[config.mk]
export PLATFORM = sky130hd
export DESIGN_NAME = led_matrix_scanner
export DESIGN_NICKNAME = d
export VERILOG_FILES = /design/src/rtl/led_matrix_pkg.sv /design/src/rtl/scan_timer.sv /design/src/rtl/led_matrix_scanner.sv
export SDC_FILE = /design/constraint.sdc
export NUM_CORES = 1
export LEC_CHECK = 0
export ABC_CLOCK_PERIOD_IN_PS = 11600
export BUFFER_PORTS_ARGS = -buffer_cell sky130_fd_sc_hd__buf_2
export CAP_MARGIN = 20
export CORE_MARGIN = 5
export CORE_UTILIZATION = 58
export CTS_BUF_LIST = sky130_fd_sc_hd__clkbuf_8 sky130_fd_sc_hd__clkbuf_16
export DETAILED_ROUTE_END_ITERATION = 8
export PLACE_DENSITY = 0.87
export RECOVER_POWER = 25
export SLEW_MARGIN = 20
export SYNTH_ARGS = -nofsm -noshare
export SYNTH_HDL_FRONTEND = slang
export SYNTH_HIERARCHICAL = 1
export SYNTH_SLANG_ARGS = --single-unit
[constraint.sdc]
create_clock -name clk -period 11.6 [get_ports clk]
set_clock_uncertainty 0.2 [all_clocks]
set_input_delay 0.58 -clock clk [delete_from_list [all_inputs] [get_ports clk]]
set_output_delay 0.58 -clock clk [all_outputs]
set_load 0.005 [all_outputs]
[src/rtl/led_matrix_pkg.sv]
// Shared types and helpers for the row-multiplexed LED matrix scanner.
//   scan_state_e : scan FSM states (ST_BLANK = all rows off, ST_DRIVE = one row on)
//   ROW_OFF      : level of a row select line when the row is not driven
//   row_level    : one-cold decode of a single row select line
//   max_u        : larger of two unsigned values, for sizing counters
package led_matrix_pkg;

    typedef enum logic {
        ST_BLANK = 1'b0,
        ST_DRIVE = 1'b1
    } scan_state_e;

    // Row selects are active-low; an idle line sits high.
    localparam logic ROW_OFF = 1'b1;

    // Level of row select line 'row' when 'row_idx' is the driven row.
    function automatic logic row_level(input int unsigned row_idx, input int unsigned row);
        return (row == row_idx) ? ~ROW_OFF : ROW_OFF;
    endfunction

    function automatic int unsigned max_u(input int unsigned a, input int unsigned b);
        return (a > b) ? a : b;
    endfunction

endpackage

[src/rtl/scan_timer.sv]
// Dwell/blank interval timer for the matrix scanner.
// Counts the cycles spent in the current scan state from 0 up to 'last' and raises the
// terminal-count pulse on the final cycle, restarting at 0 on the following edge so the
// next state always begins with a fresh count.
//   clk       : system clock
//   aclr      : asynchronous reset, active-high (count returns to 0)
//   last      : index of the final cycle of the current interval (length - 1)
//   on_cycles : number of leading cycles of an interval in which columns may be lit
//   tc        : terminal count, high on the last cycle of the interval
//   on_next   : the count the next cycle will hold is still inside the lit window
module scan_timer #(
    parameter int unsigned CNT_W = 4
) (
    input  logic             clk,
    input  logic             aclr,
    input  logic [CNT_W-1:0] last,
    input  logic [CNT_W-1:0] on_cycles,
    output logic             tc,
    output logic             on_next
);

    logic [CNT_W-1:0] count_q, count_d;

    assign tc      = (count_q == last);
    assign count_d = tc ? '0 : count_q + CNT_W'(1);
    // Looks one cycle ahead because the column outputs are registered.
    assign on_next = (count_d < on_cycles);

    always_ff @(posedge clk or posedge aclr) begin
        if (aclr) begin
            count_q <= '0;
        end else begin
            count_q <= count_d;
        end
    end

endmodule

[src/rtl/led_matrix_scanner.sv]
// Row-multiplexed LED matrix driver with anti-ghosting blanking and a double-buffered frame.
// Each row is driven for DWELL cycles, preceded by BLANK cycles with every row off.
// A new frame is parked in a shadow buffer and copied to the display buffer only when the
// scan enters the blanking interval ahead of row 0, so a frame is never shown half-updated.
// Optional feature macro: LED_BRIGHTNESS_EN adds the 'brightness' port and PWM-style duty
// control of the columns within each dwell.
//   clk         : system clock, all logic on posedge
//   aclr        : asynchronous reset, active-high
//   frame_in    : ROWS*COLS image, row r = frame_in[r*COLS +: COLS], 1 = lit
//   frame_valid : frame_in valid this cycle
//   frame_ready : shadow buffer empty; frame taken when valid & ready
//   brightness  : duty level, sampled at the start of each row (LED_BRIGHTNESS_EN only)
//   matrix_row  : one-cold row select, 0 = row driven, registered
//   matrix_col  : column data for the driven row, 1 = lit, registered
//   frame_start : one-cycle pulse on the first driven cycle of row 0
module led_matrix_scanner
    import led_matrix_pkg::*;
#(
    parameter int unsigned ROWS     = 8,
    parameter int unsigned COLS     = 16,
    parameter int unsigned DWELL    = 1024,
    parameter int unsigned BLANK    = 16,
    parameter int unsigned BRIGHT_W = 4
) (
    input  logic                 clk,
    input  logic                 aclr,
    input  logic [ROWS*COLS-1:0] frame_in,
    input  logic                 frame_valid,
    output logic                 frame_ready,
`ifdef LED_BRIGHTNESS_EN
    input  logic [BRIGHT_W-1:0]  brightness,
`endif
    output logic [ROWS-1:0]      matrix_row,
    output logic [COLS-1:0]      matrix_col,
    output logic                 frame_start
);

    localparam int unsigned CNT_W = $clog2(max_u(DWELL, BLANK) + 1);
    localparam int unsigned ROW_W = $clog2(ROWS);

    localparam logic [CNT_W-1:0] DRIVE_LAST = CNT_W'(DWELL - 1);
    // With no blanking the reset-time BLANK state lasts a single cycle.
    localparam logic [CNT_W-1:0] BLANK_LAST = (BLANK == 0) ? '0 : CNT_W'(BLANK - 1);

    if (ROWS < 2 || COLS < 1 || DWELL < 1 || BRIGHT_W < 1) begin : g_bad_params
        $error("led_matrix_scanner: illegal parameter set");
    end

    scan_state_e          state_q, state_d;
    logic [ROW_W-1:0]     row_idx_q, row_idx_d;
    logic [ROWS*COLS-1:0] display_q, display_d;
    logic [ROWS*COLS-1:0] shadow_q, shadow_d;
    logic                 shadow_full_q, shadow_full_d;

    logic [ROWS-1:0]      row_d;
    logic [COLS-1:0]      col_d;
    logic                 frame_start_d;

    logic [CNT_W-1:0]     timer_last;
    logic [CNT_W-1:0]     on_cycles_d;
    logic                 tc;
    logic                 on_next;
    logic                 last_row;
    logic                 accept;
    logic                 swap;
    logic                 drive_entry;

    assign timer_last = (state_q == ST_DRIVE) ? DRIVE_LAST : BLANK_LAST;

    scan_timer #(
        .CNT_W (CNT_W)
    ) u_scan_timer (
        .clk       (clk),
        .aclr      (aclr),
        .last      (timer_last),
        .on_cycles (on_cycles_d),
        .tc        (tc),
        .on_next   (on_next)
    );

    assign last_row    = (row_idx_q == ROW_W'(ROWS - 1));
    assign frame_ready = ~shadow_full_q;
    assign accept      = frame_valid & ~shadow_full_q;
    // Leaving the last row is the moment the scan enters the blanking ahead of row 0.
    // accept needs an empty shadow and swap a full one, so they never coincide.
    assign swap        = (state_q == ST_DRIVE) & tc & last_row & shadow_full_q;

    // ---------------- FSM: state register ----------------
    always_ff @(posedge clk or posedge aclr) begin
        if (aclr) begin
            state_q   <= ST_BLANK;
            row_idx_q <= '0;
        end else begin
            state_q   <= state_d;
            row_idx_q <= row_idx_d;
        end
    end

    // ---------------- FSM: next state ----------------
    always_comb begin
        state_d   = state_q;
        row_idx_d = row_idx_q;
        case (state_q)
            ST_BLANK: begin
                if (tc) begin
                    state_d = ST_DRIVE;
                end
            end
            ST_DRIVE: begin
                if (tc) begin
                    state_d   = (BLANK == 0) ? ST_DRIVE : ST_BLANK;
                    row_idx_d = last_row ? '0 : row_idx_q + ROW_W'(1);
                end
            end
            default: state_d = ST_BLANK;
        endcase
    end

    assign drive_entry = (state_d == ST_DRIVE) & ((state_q == ST_BLANK) | tc);

    // ---------------- Frame buffers ----------------
    always_comb begin
        shadow_d      = shadow_q;
        shadow_full_d = shadow_full_q;
        display_d     = display_q;
        if (accept) begin
            shadow_d      = frame_in;
            shadow_full_d = 1'b1;
        end else if (swap) begin
            display_d     = shadow_q;
            shadow_full_d = 1'b0;
        end
    end

    always_ff @(posedge clk or posedge aclr) begin
        if (aclr) begin
            shadow_q      <= '0;
            shadow_full_q <= 1'b0;
            display_q     <= '0;
        end else begin
            shadow_q      <= shadow_d;
            shadow_full_q <= shadow_full_d;
            display_q     <= display_d;
        end
    end

    // ---------------- Brightness ----------------
`ifdef LED_BRIGHTNESS_EN
    localparam int unsigned PROD_W = BRIGHT_W + 1 + CNT_W;

    logic [CNT_W-1:0]  on_cycles_q;
    logic [PROD_W-1:0] on_calc;

    // Full-scale brightness gives exactly DWELL lit cycles.
    assign on_calc     = ((PROD_W'(brightness) + PROD_W'(1)) * PROD_W'(DWELL)) >> BRIGHT_W;
    assign on_cycles_d = drive_entry ? CNT_W'(on_calc) : on_cycles_q;

    always_ff @(posedge clk or posedge aclr) begin
        if (aclr) begin
            on_cycles_q <= '0;
        end else begin
            on_cycles_q <= on_cycles_d;
        end
    end
`else
    assign on_cycles_d = CNT_W'(DWELL);
`endif

    // ---------------- FSM: outputs ----------------
    // Computed from the next state so the registered pins line up with state_q.
    always_comb begin
        row_d         = {ROWS{ROW_OFF}};
        col_d         = '0;
        frame_start_d = 1'b0;
        if (state_d == ST_DRIVE) begin
            for (int r = 0; r < ROWS; r++) begin
                row_d[r] = row_level(32'(row_idx_d), unsigned'(r));
            end
            if (on_next) begin
                col_d = display_d[row_idx_d * COLS +: COLS];
            end
            frame_start_d = drive_entry & (row_idx_d == '0);
        end
    end

    always_ff @(posedge clk or posedge aclr) begin
        if (aclr) begin
            matrix_row  <= {ROWS{ROW_OFF}};
            matrix_col  <= '0;
            frame_start <= 1'b0;
        end else begin
            matrix_row  <= row_d;
            matrix_col  <= col_d;
            frame_start <= frame_start_d;
        end
    end

endmodule
**Word level (Yosys, flattened, before mapping)**

Index checks and enable logic that the tools add are counted.

- Eq/ne operators: 9
- Order comparisons: 1
- Bitwise gates (word level): 9
- $add $sub $neg: 2
- Mux-type cells: 24
- Reduce and logical (&&, ||, !) cells: 2
- Shifts and indexed selects: 1

Operators with widths:

| kind | count |
|---|---|
| 128-bit 2-to-1 mux | 2 |
| 128-bit by 8-bit indexed part select with 16-bit output | 1 |
| 16-bit 2-to-1 mux | 2 |
| 1-bit 2-to-1 mux | 13 |
| 3-bit == test (first input constant) | 4 |
| 11-bit by 1-bit adder with 11-bit output (second input constant) | 1 |
| 11-bit by 10-bit == test with 1-bit output | 1 |
| 11-bit less-than comparator (second input constant) | 1 |
| 11-bit 2-to-1 mux | 1 |
| 10-bit 2-to-1 mux | 1 |
| 3-bit 2-to-1 mux | 3 |
| 8-bit 2-to-1 mux | 1 |
| 1-bit bitwise AND | 6 |
| 2-bit by 3-bit == test with 1-bit output (first input constant) | 2 |
| 3-bit by 1-bit adder with 3-bit output (second input constant) | 1 |
| 1-bit by 3-bit == test with 1-bit output (first input constant) | 1 |
| 3-bit == test (second input constant) | 1 |
| 3-bit logical NOT | 1 |
| 1-bit NOT | 2 |
| 1-bit one-hot mux with 2 select lines | 1 |
| 2-bit nonzero test | 1 |
| 1-bit OR | 1 |

- Register bits: 297
- Word-level logic and storage cells: 57

**Logic depth before layout (Yosys ltp)**

Gate-level depths: netlist (run 1).

- Depth in word-level cells: 10
- Mapped depth: 15

**By module**

The synthesis (run 1) kept the hierarchy.

By module, submodules not included:

| module | times used | area an instance (um^2) | cells each | sequential area each (um^2) |
|---|---|---|---|---|
| led_matrix_scanner | 1 | 11576.1 | 837 | 7166.9 |
| scan_timer | 1 | 915.9 | 99 | 275.3 |

**Worst setup path after synthesis (run 1)**

OpenSTA, ideal clock, no wires.

- Path type: register to register
- Start point: reg state_q
- End point: reg matrix_col[10]
- Arrival time: 3.240 ns
- Setup slack: 8.039 ns
- Buffers on the path: 2
- Cell stages (with the launch flop): 16
- Period minus slack after synthesis: 3.561 ns
- Cell sequence: dfrtp_1 -> xnor2_1 -> nand4_1 -> nor3_2 -> buf_4 -> nor2_1 -> ha_1 -> nand4_1 -> or3_1 -> or2_0 -> o311a_1 -> nor2b_1 -> nand3_1 -> clkbuf_1 -> a221oi_1 -> a22o_1

- Elaborated cells between the ends (all ways): 18
- Classes of those cells: order compare: 1; eq/ne: 1; shift: 1; mux: 11; bitwise: 4

RTL lines:

| item | RTL line | text |
|---|---|---|
| start: declaration | led_matrix_scanner.sv:49 | `scan_state_e state_q, state_d;` |
| start signal: assignment | led_matrix_scanner.sv:94 | `state_q <= state_d;` |
| 10-bit 2-to-1 mux | led_matrix_scanner.sv:68 | `assign timer_last = (state_q == ST_DRIVE) ? DRIVE_LAST : BLANK_LAST;` |
| 11-bit by 10-bit == test with 1-bit output | scan_timer.sv:24 | `assign tc = (count_q == last);` |
| named net tc | led_matrix_scanner.sv:61 | `logic tc;` |
| 11-bit 2-to-1 mux | scan_timer.sv:25 | `assign count_d = tc ? '0 : count_q + CNT_W'(1);` |
| named net u_scan_timer.count_d[8] | scan_timer.sv:22 | `logic [CNT_W-1:0] count_q, count_d;` |
| 11-bit less-than comparator | scan_timer.sv:27 | `assign on_next = (count_d < on_cycles);` |
| named net on_next | led_matrix_scanner.sv:62 | `logic on_next;` |
| 16-bit 2-to-1 mux | led_matrix_scanner.sv:179 | `if (on_next) begin` |
| 16-bit 2-to-1 mux | led_matrix_scanner.sv:175 | `if (state_d == ST_DRIVE) begin` |
| named net col_d[10] | led_matrix_scanner.sv:56 | `logic [COLS-1:0] col_d;` |
| end signal: assignment | led_matrix_scanner.sv:193 | `matrix_col <= col_d;` |
| end: declaration | led_matrix_scanner.sv:34 | `output logic [COLS-1:0] matrix_col,` |

The timed path passes the listed nets, and every way through them passes these cells.
A chain may end at the register's enable or synchronous reset.

==> impl_metrics.env, run 1 <==
export IMPL_final_hold_viol_count=0
export IMPL_first_iter_violations=831
export IMPL_status="complete, but fails checks"
export IMPL_ys_seq_elements=297
export IMPL_peakVddDrop_mv=0.142
export IMPL_cts_max_level=1
export IMPL_io_buffers=156
export IMPL_slew_headroom=-3.15
export IMPL_rr_startpoint="state_q$_DFF_PP0_"
export IMPL_power_mw=2.42
export IMPL_synth_top_area_share=0.579
export IMPL_wl_per_cell_um=21.1
export IMPL_place_area_um2=13500
export IMPL_violations="capacitance limit, slew limit"
export IMPL_worstPathArrival_ns=5.90
export IMPL_seqPwrFrac=0.490
export IMPL_path_clk_slew_ns=0.06
export IMPL_start_kind="input pin"
export IMPL_reg2reg_depth=14
export IMPL_worstReg2RegEnd="matrix_col[12]$_DFF_PP0_"
export IMPL_die_y_um=157
export IMPL_min_path_type="in2reg"
export IMPL_setup_violations=0
export IMPL_worst_slew_pin_slew_ns=6.19
export IMPL_cts_tree="built"
export IMPL_switching_share=0.245
export IMPL_multi_input_area_um2=4330
export IMPL_fin_crit_sh=0.478
export IMPL_synth_area_leaders="dfrtp_1 (58%), mux2_2 (12%), mux2i_1 (10%)"
export IMPL_fin_area_um2=14600
export IMPL_synth_edf_count=0
export IMPL_place_ws_ns=7.34
export IMPL_grt_usage=0.243
export IMPL_power_leakage_nw=8.73
export IMPL_ys_seq_area_frac=0.596
export IMPL_fmax_mhz=180
export IMPL_clock_latency_ns=0.56
export IMPL_cts_resized=0
export IMPL_post_route_drc_count=0
export IMPL_cap_violations=2
export IMPL_p_switching_mw=0.592
export IMPL_start_util=0.592
export IMPL_hold_ws_ns=0.0456
export IMPL_cts_path_max_buffers=3
export IMPL_worstPathRequired_ns=11.95
export IMPL_cts_sinks=297
export IMPL_min_period_ns=5.54
export IMPL_synth_distinct_cells=45
export IMPL_num_antenna_cells=0
export IMPL_die_x_um=157
export IMPL_grt_max_degree=144
export IMPL_nets=1252
export IMPL_clock_power_share=0.413
export IMPL_finalSetupTns_ns=0
export IMPL_drv_slew=169
export IMPL_intPower_mw=1.83
export IMPL_place_inst=1348
export IMPL_crit_end="display_q[81]$_DFF_PP0_"
export IMPL_hpwl_mm=20.4
export IMPL_async_reset_ff_frac=1.00
export IMPL_drive_gt1_frac=0.319
export IMPL_avgSynthCellArea_um2=13.3
export IMPL_fp_row_count=53
export IMPL_gp_congestion=0.855
export IMPL_dieArea_um2=24600
export IMPL_grt_pass1_vias=8422
export IMPL_final_util=0.691
export IMPL_drtAntennaViolNets=0
export IMPL_synth_ff_type="dfrtp_1"
export IMPL_fillCellCount=1412
export IMPL_final_cells=1403
export IMPL_pin_count=157
export IMPL_globalRoute_totalOverflow=0
export IMPL_fin_ws_ns=6.06
export IMPL_cts_root_buf="clkbuf_16"
export IMPL_vias_per_cell=5.62
export IMPL_crit_start="aclr"
export IMPL_numCtsBuffers=30
export IMPL_syn_inst=936
export IMPL_grt_pass1_wl_mm=46.4
export IMPL_path_class="in2async"
export IMPL_yosysTopAreaCell="dfrtp_1"
export IMPL_dr_pass1_iters=5
export IMPL_ys_top_cells_by_count="dfrtp_1 (289), inv_1 (146), mux2_2 (128), mux2i_1 (128), buf_2 (33)"
export IMPL_routed_wirelength_mm=29.6
export IMPL_r2r_slack_ns=7.18
export IMPL_syn_to_final_growth_pct=16.6
export IMPL_crit_path_end_kind="asynchronous set/reset pin"
export IMPL_vias=7883
export IMPL_antenna_found_initial=0
export IMPL_cp_max_fo=143
export IMPL_cellPowerDensity_nw_per_um2=166
export IMPL_synth_area_um2=12500
export IMPL_rsz0062_at_grt="false"
export IMPL_post_synth_top_count_cell="dfrtp_1"
export IMPL_seq_area_um2=7440
export IMPL_ys_warn_count=6
export IMPL_core_um2=21100
export IMPL_combPwrFrac=0.097
power groups by stage:
stage	logic, mW	clock network, mW	registers (mW)
6_report	0.236	1.00	1.19
5_1_grt	0.262	1.05	1.19
4_1_cts	0.236	1.01	1.18
3_5_place_dp	0.233	0	1.20
3_3_place_gp	0.222	0	1.20
2_1_floorplan	0.165	0	1.17
layout by cell type (no fill, tap or decap), types with 5 or more instances in the layout:
cell and n:
buf_2 151, dfrtp_1 289, nand3_1 5, nor2_1 13, conb_1 16, ha_1 15
clkbuf_8 7, inv_1 152, mux2_2 128, nand2_1 18, a22oi_1 32, mux2i_1 128
xnor2_1 18, clkbuf_1 5, a221oi_1 32, buf_4 11, a22o_1 16, clkbuf_16 30
dfstp_2 8
worst min path at each step:
stage | from | endpoint | cells after the start
after floorplan | aclr | u_scan_timer/count_q[0]$_DFF_PP0_ | 1
after global placement | display_q[28]$_DFF_PP0_ | display_q[28]$_DFF_PP0_ | 2
after detailed placement | display_q[38]$_DFF_PP0_ | display_q[38]$_DFF_PP0_ | 2
after CTS | frame_in[42] | shadow_q[42]$_DFFE_PP0P_ | 2
after global routing | frame_in[40] | shadow_q[40]$_DFFE_PP0P_ | 2
final | frame_in[123] | shadow_q[123]$_DFFE_PP0P_ | 2
layout make-up:
cell class / count / area share
clock inverter: 17 / 0.0131
clock buffer: 37 / 0.0581
timing repair buffer: 168 / 0.0595
tap: 275 / 0.0236
sequential: 297 / 0.511
multi-input combinational: 463 / 0.297
inverter: 146 / 0.0377
worst max-delay path, stage by stage:
cell,delay (ns)
dlygate4sd3_1,0.53
clkbuf_1,0.12
clkinvlp_2,3.40
buf_4,1.13
cell families after synthesis:
| logic type | share of synthesized area |
|---|---|
| adder cells (fa/ha/maj) | 0.0150 |
| AO/OA/AOI/OAI | 0.0681 |
| other | 0.000601 |
| AND/OR/NAND/NOR | 0.0256 |
| multiplexers | 0.218 |
| XOR/XNOR | 0.0140 |
| buffers and inverters | 0.0629 |
| flip-flops | 0.596 |
per-layer routing:
metal / global-route usage / part of all wire / vias to the layer above
li1: - / - / 3523
met3: 0.0456 / 0.063 / 83
met2: 0.396 / 0.49 / 281
met5: 0 / 0 / -
met4: 0.107 / 0.052 / 0
met1: 0.321 / 0.40 / 3996
flip-flops by register name, indices dropped and copies added, names as in the netlist:
| register | flops |
|---|---|
| shadow_full_q | 1 |
| display_q | 128 |
| matrix_col | 16 |
| u_scan_timer/count_q | 11 |
| frame_start | 1 |
| state_q | 1 |
| row_idx_q | 3 |
| matrix_row | 8 |
| shadow_q | 128 |
timing repair:
item                                   4_1_cts  5_1_grt
hold buffers                                 1        0
setup buffers                                0        0
endpoints found under the hold margin       11        0
No activity file was read; power rests on OpenSTA's default activity.
==> inputs of run 2 (changes only) <==
ABC_CLOCK_PERIOD_IN_PS = 4900   (was 11600)
CORE_UTILIZATION = 52   (was 58)
PLACE_DENSITY = 0.83   (was 0.87)
clock period = 4.9 ns   (was 11.6 ns; I/O delays follow)
==> run 2 against run 1 <==
Against the previous run: the flow still finishes with violations (capacitance limit, slew limit); critical path depth up 10; register-to-register slack worse by 6.5 ns; clock power up 130%; hold slack worse by 0.0025 ns; core utilization down 1.7 points; final cell count up 12%; power up 140%; count of clock-buffer cells in the layout down 1; die area up 11%; worst setup slack worse by 5.4 ns; flip-flop and latch count unchanged; global-route usage down 0.39 points; critical endpoint is now matrix_col[1]$_DFF_PP0_; largest power group unchanged; highest routed layer unchanged.
==> impl_metrics.env, run 2 (synthesized netlist as in run 1, its figures left out) <==
export IMPL_fin_ws_ns=0.690
export IMPL_cp_max_fo=21
export IMPL_crit_path_end_kind="flip-flop"
export IMPL_use_met2=0.409
export IMPL_power_leakage_nw=9.21
export IMPL_power_mw=5.70
export IMPL_cellPowerDensity_nw_per_um2=359
export IMPL_syn_to_final_growth_pct=27.0
export IMPL_grt_use_met3=0.0342
export IMPL_violations="capacitance limit, slew limit"
export IMPL_post_route_drc_count=0
export IMPL_num_antenna_cells=0
export IMPL_place_ws_ns=0.754
export IMPL_first_iter_violations=714
export IMPL_io_buffers=156
export IMPL_cts_path_max_buffers=3
export IMPL_die_x_um=165
export IMPL_cts_max_level=1
export IMPL_antenna_found_initial=0
export IMPL_peakVddDrop_mv=0.317
export IMPL_crit_chain="xnor2_1 -> nand3_1 -> nor3_2 -> buf_4 -> nor2_1 -> ha_1 -> a41o_1 -> a21oi_1 -> o2111a_1 -> o311a_1 -> nor2b_1 -> nand3_1 -> a221oi_1 -> a22o_1"
export IMPL_cts_setup_buffers=0
export IMPL_gp_congestion=0.817
export IMPL_start_kind="flip-flop"
export IMPL_final_cells=1578
export IMPL_drive_gt1_frac=0.275
export IMPL_min_period_ns=4.21
export IMPL_reg2reg_depth=14
export IMPL_hpwl_mm=19.7
export IMPL_path_clk_slew_ns=0.06
export IMPL_top_regs="display_q: 128 flops, shadow_q: 128 flops, matrix_col: 16 flops"
export IMPL_drtAntennaViolNets=0
export IMPL_numCtsBuffers=30
export IMPL_globalRoute_totalOverflow=0
export IMPL_rsz0062_at_grt="false"
export IMPL_rr_startpoint="state_q$_DFF_PP0_"
export IMPL_vias_per_cell=5.28
export IMPL_wl_per_cell_um=20.3
export IMPL_layout_commonest_cell="dfrtp_1"
export IMPL_fmax_mhz=238
export IMPL_setup_violations=0
export IMPL_place_inst=1393
export IMPL_grt_pass1_vias=8967
export IMPL_finalSetupTns_ns=0
export IMPL_start_util=0.531
export IMPL_worstReg2RegEnd="matrix_col[1]$_DFF_PP0_"
export IMPL_grt_pass1_wl_mm=50.0
export IMPL_dieArea_um2=27200
export IMPL_worstPathRequired_ns=5.19
export IMPL_path_buf_inv=1
export IMPL_clock_latency_ns=0.57
export IMPL_worst_slew_pin_slew_ns=2.34
export IMPL_slowest_stage="dfrtp_1"
export IMPL_cap_violations=2
export IMPL_final_cell_mix="dfrtp_1 (289), inv_1 (153), buf_2 (137)"
export IMPL_critPathMostFrequentCell="nand3_1"
export IMPL_fp_row_count=56
export IMPL_cts_tree="built"
export IMPL_fin_crit_sh=0.859
export IMPL_routed_wirelength_mm=32.0
export IMPL_vias=8324
export IMPL_status="complete, but fails checks"
export IMPL_grt_usage=0.239
export IMPL_critPathTopFamily="compound AO/OA/AOI/OAI gates"
export IMPL_dr_pass1_iters=6
export IMPL_place_area_um2=13600
export IMPL_final_hold_viol_count=0
export IMPL_min_path_type="in2async"
export IMPL_die_y_um=165
export IMPL_core_um2=23500
export IMPL_worstPathArrival_ns=4.50
export IMPL_cts_root_buf="clkbuf_16"
export IMPL_grt_max_degree=178
export IMPL_cts_resized=0
export IMPL_cts_sinks=297
export IMPL_r2r_slack_ns=0.69
export IMPL_slew_headroom=-0.559
export IMPL_top_usage_layer="met2"
export IMPL_drv_slew=267
export IMPL_path_class="reg2reg"
export IMPL_slowest_delay_ns=0.75
export IMPL_pin_count=157
export IMPL_fin_area_um2=15900
export IMPL_grt_use_met1=0.315
export IMPL_nets=1382
## run 2: cell types whose count changed in the layout (fill, tap and decap cells not counted), sizes merged
cell and delta:
dlygate4sd3 +129, buf -15, clkbuf +15, clkinv +3, bufinv -2, clkinvlp +1
## run 2: final cells by class
cell class	instances	area, um^2
timing repair buffer	298	2150
clock buffer	36	833
tap	319	399
sequential	297	7440
inverter	146	549
clock inverter	19	163
multi-input combinational	463	4330
fill	1650	7680
## run 2: report_power, final
group | total (mW) | switching (mW) | internal (mW)
Clock | 2.27 | 0.957 | 1.31
Sequential | 2.79 | 0.160 | 2.63
Combinational | 0.639 | 0.298 | 0.340
Total | 5.70 | 1.42 | 4.28
## run 2: metrics by stage
stage	hold WS (ns)	utilization
2_1_floorplan	-0.103	-
3_3_place_gp	0.105	0.578
3_5_place_dp	0.104	0.578
4_1_cts	0.0655	0.676
5_1_grt	0.108	0.674
6_report	0.0431	0.674
## run 2: worst max-delay path by stage
stage / start / to / cells past startpoint
after global placement: state_q$_DFF_PP0_ / matrix_col[11]$_DFF_PP0_ / 14
after CTS: state_q$_DFF_PP0_ / matrix_col[1]$_DFF_PP0_ / 14
final: state_q$_DFF_PP0_ / matrix_col[1]$_DFF_PP0_ / 14
after floorplan: aclr / display_q[0]$_DFF_PP0_ / 1
after global routing: state_q$_DFF_PP0_ / matrix_col[1]$_DFF_PP0_ / 14
after detailed placement: state_q$_DFF_PP0_ / matrix_col[6]$_DFF_PP0_ / 14
## run 2: per-layer routing
metal / wire [um] / part of all wire / up-vias
met5: 0 / 0 / -
met1: 13000 / 0.41 / 4192
met2: 16300 / 0.51 / 280
met4: 1110 / 0.035 / 0
li1: - / - / 3793
met3: 1670 / 0.052 / 59
## run 2: tightest hold or removal path, stage by stage
cell           delay [ns]
dlygate4sd3_1        0.53
clkbuf_1             0.12
inv_1                0.33
## run 2: repair_timing
item	CTS	global route
hold buffers	130	0
hold endpoints to repair	161	0
endpoints found under the setup margin	0	0
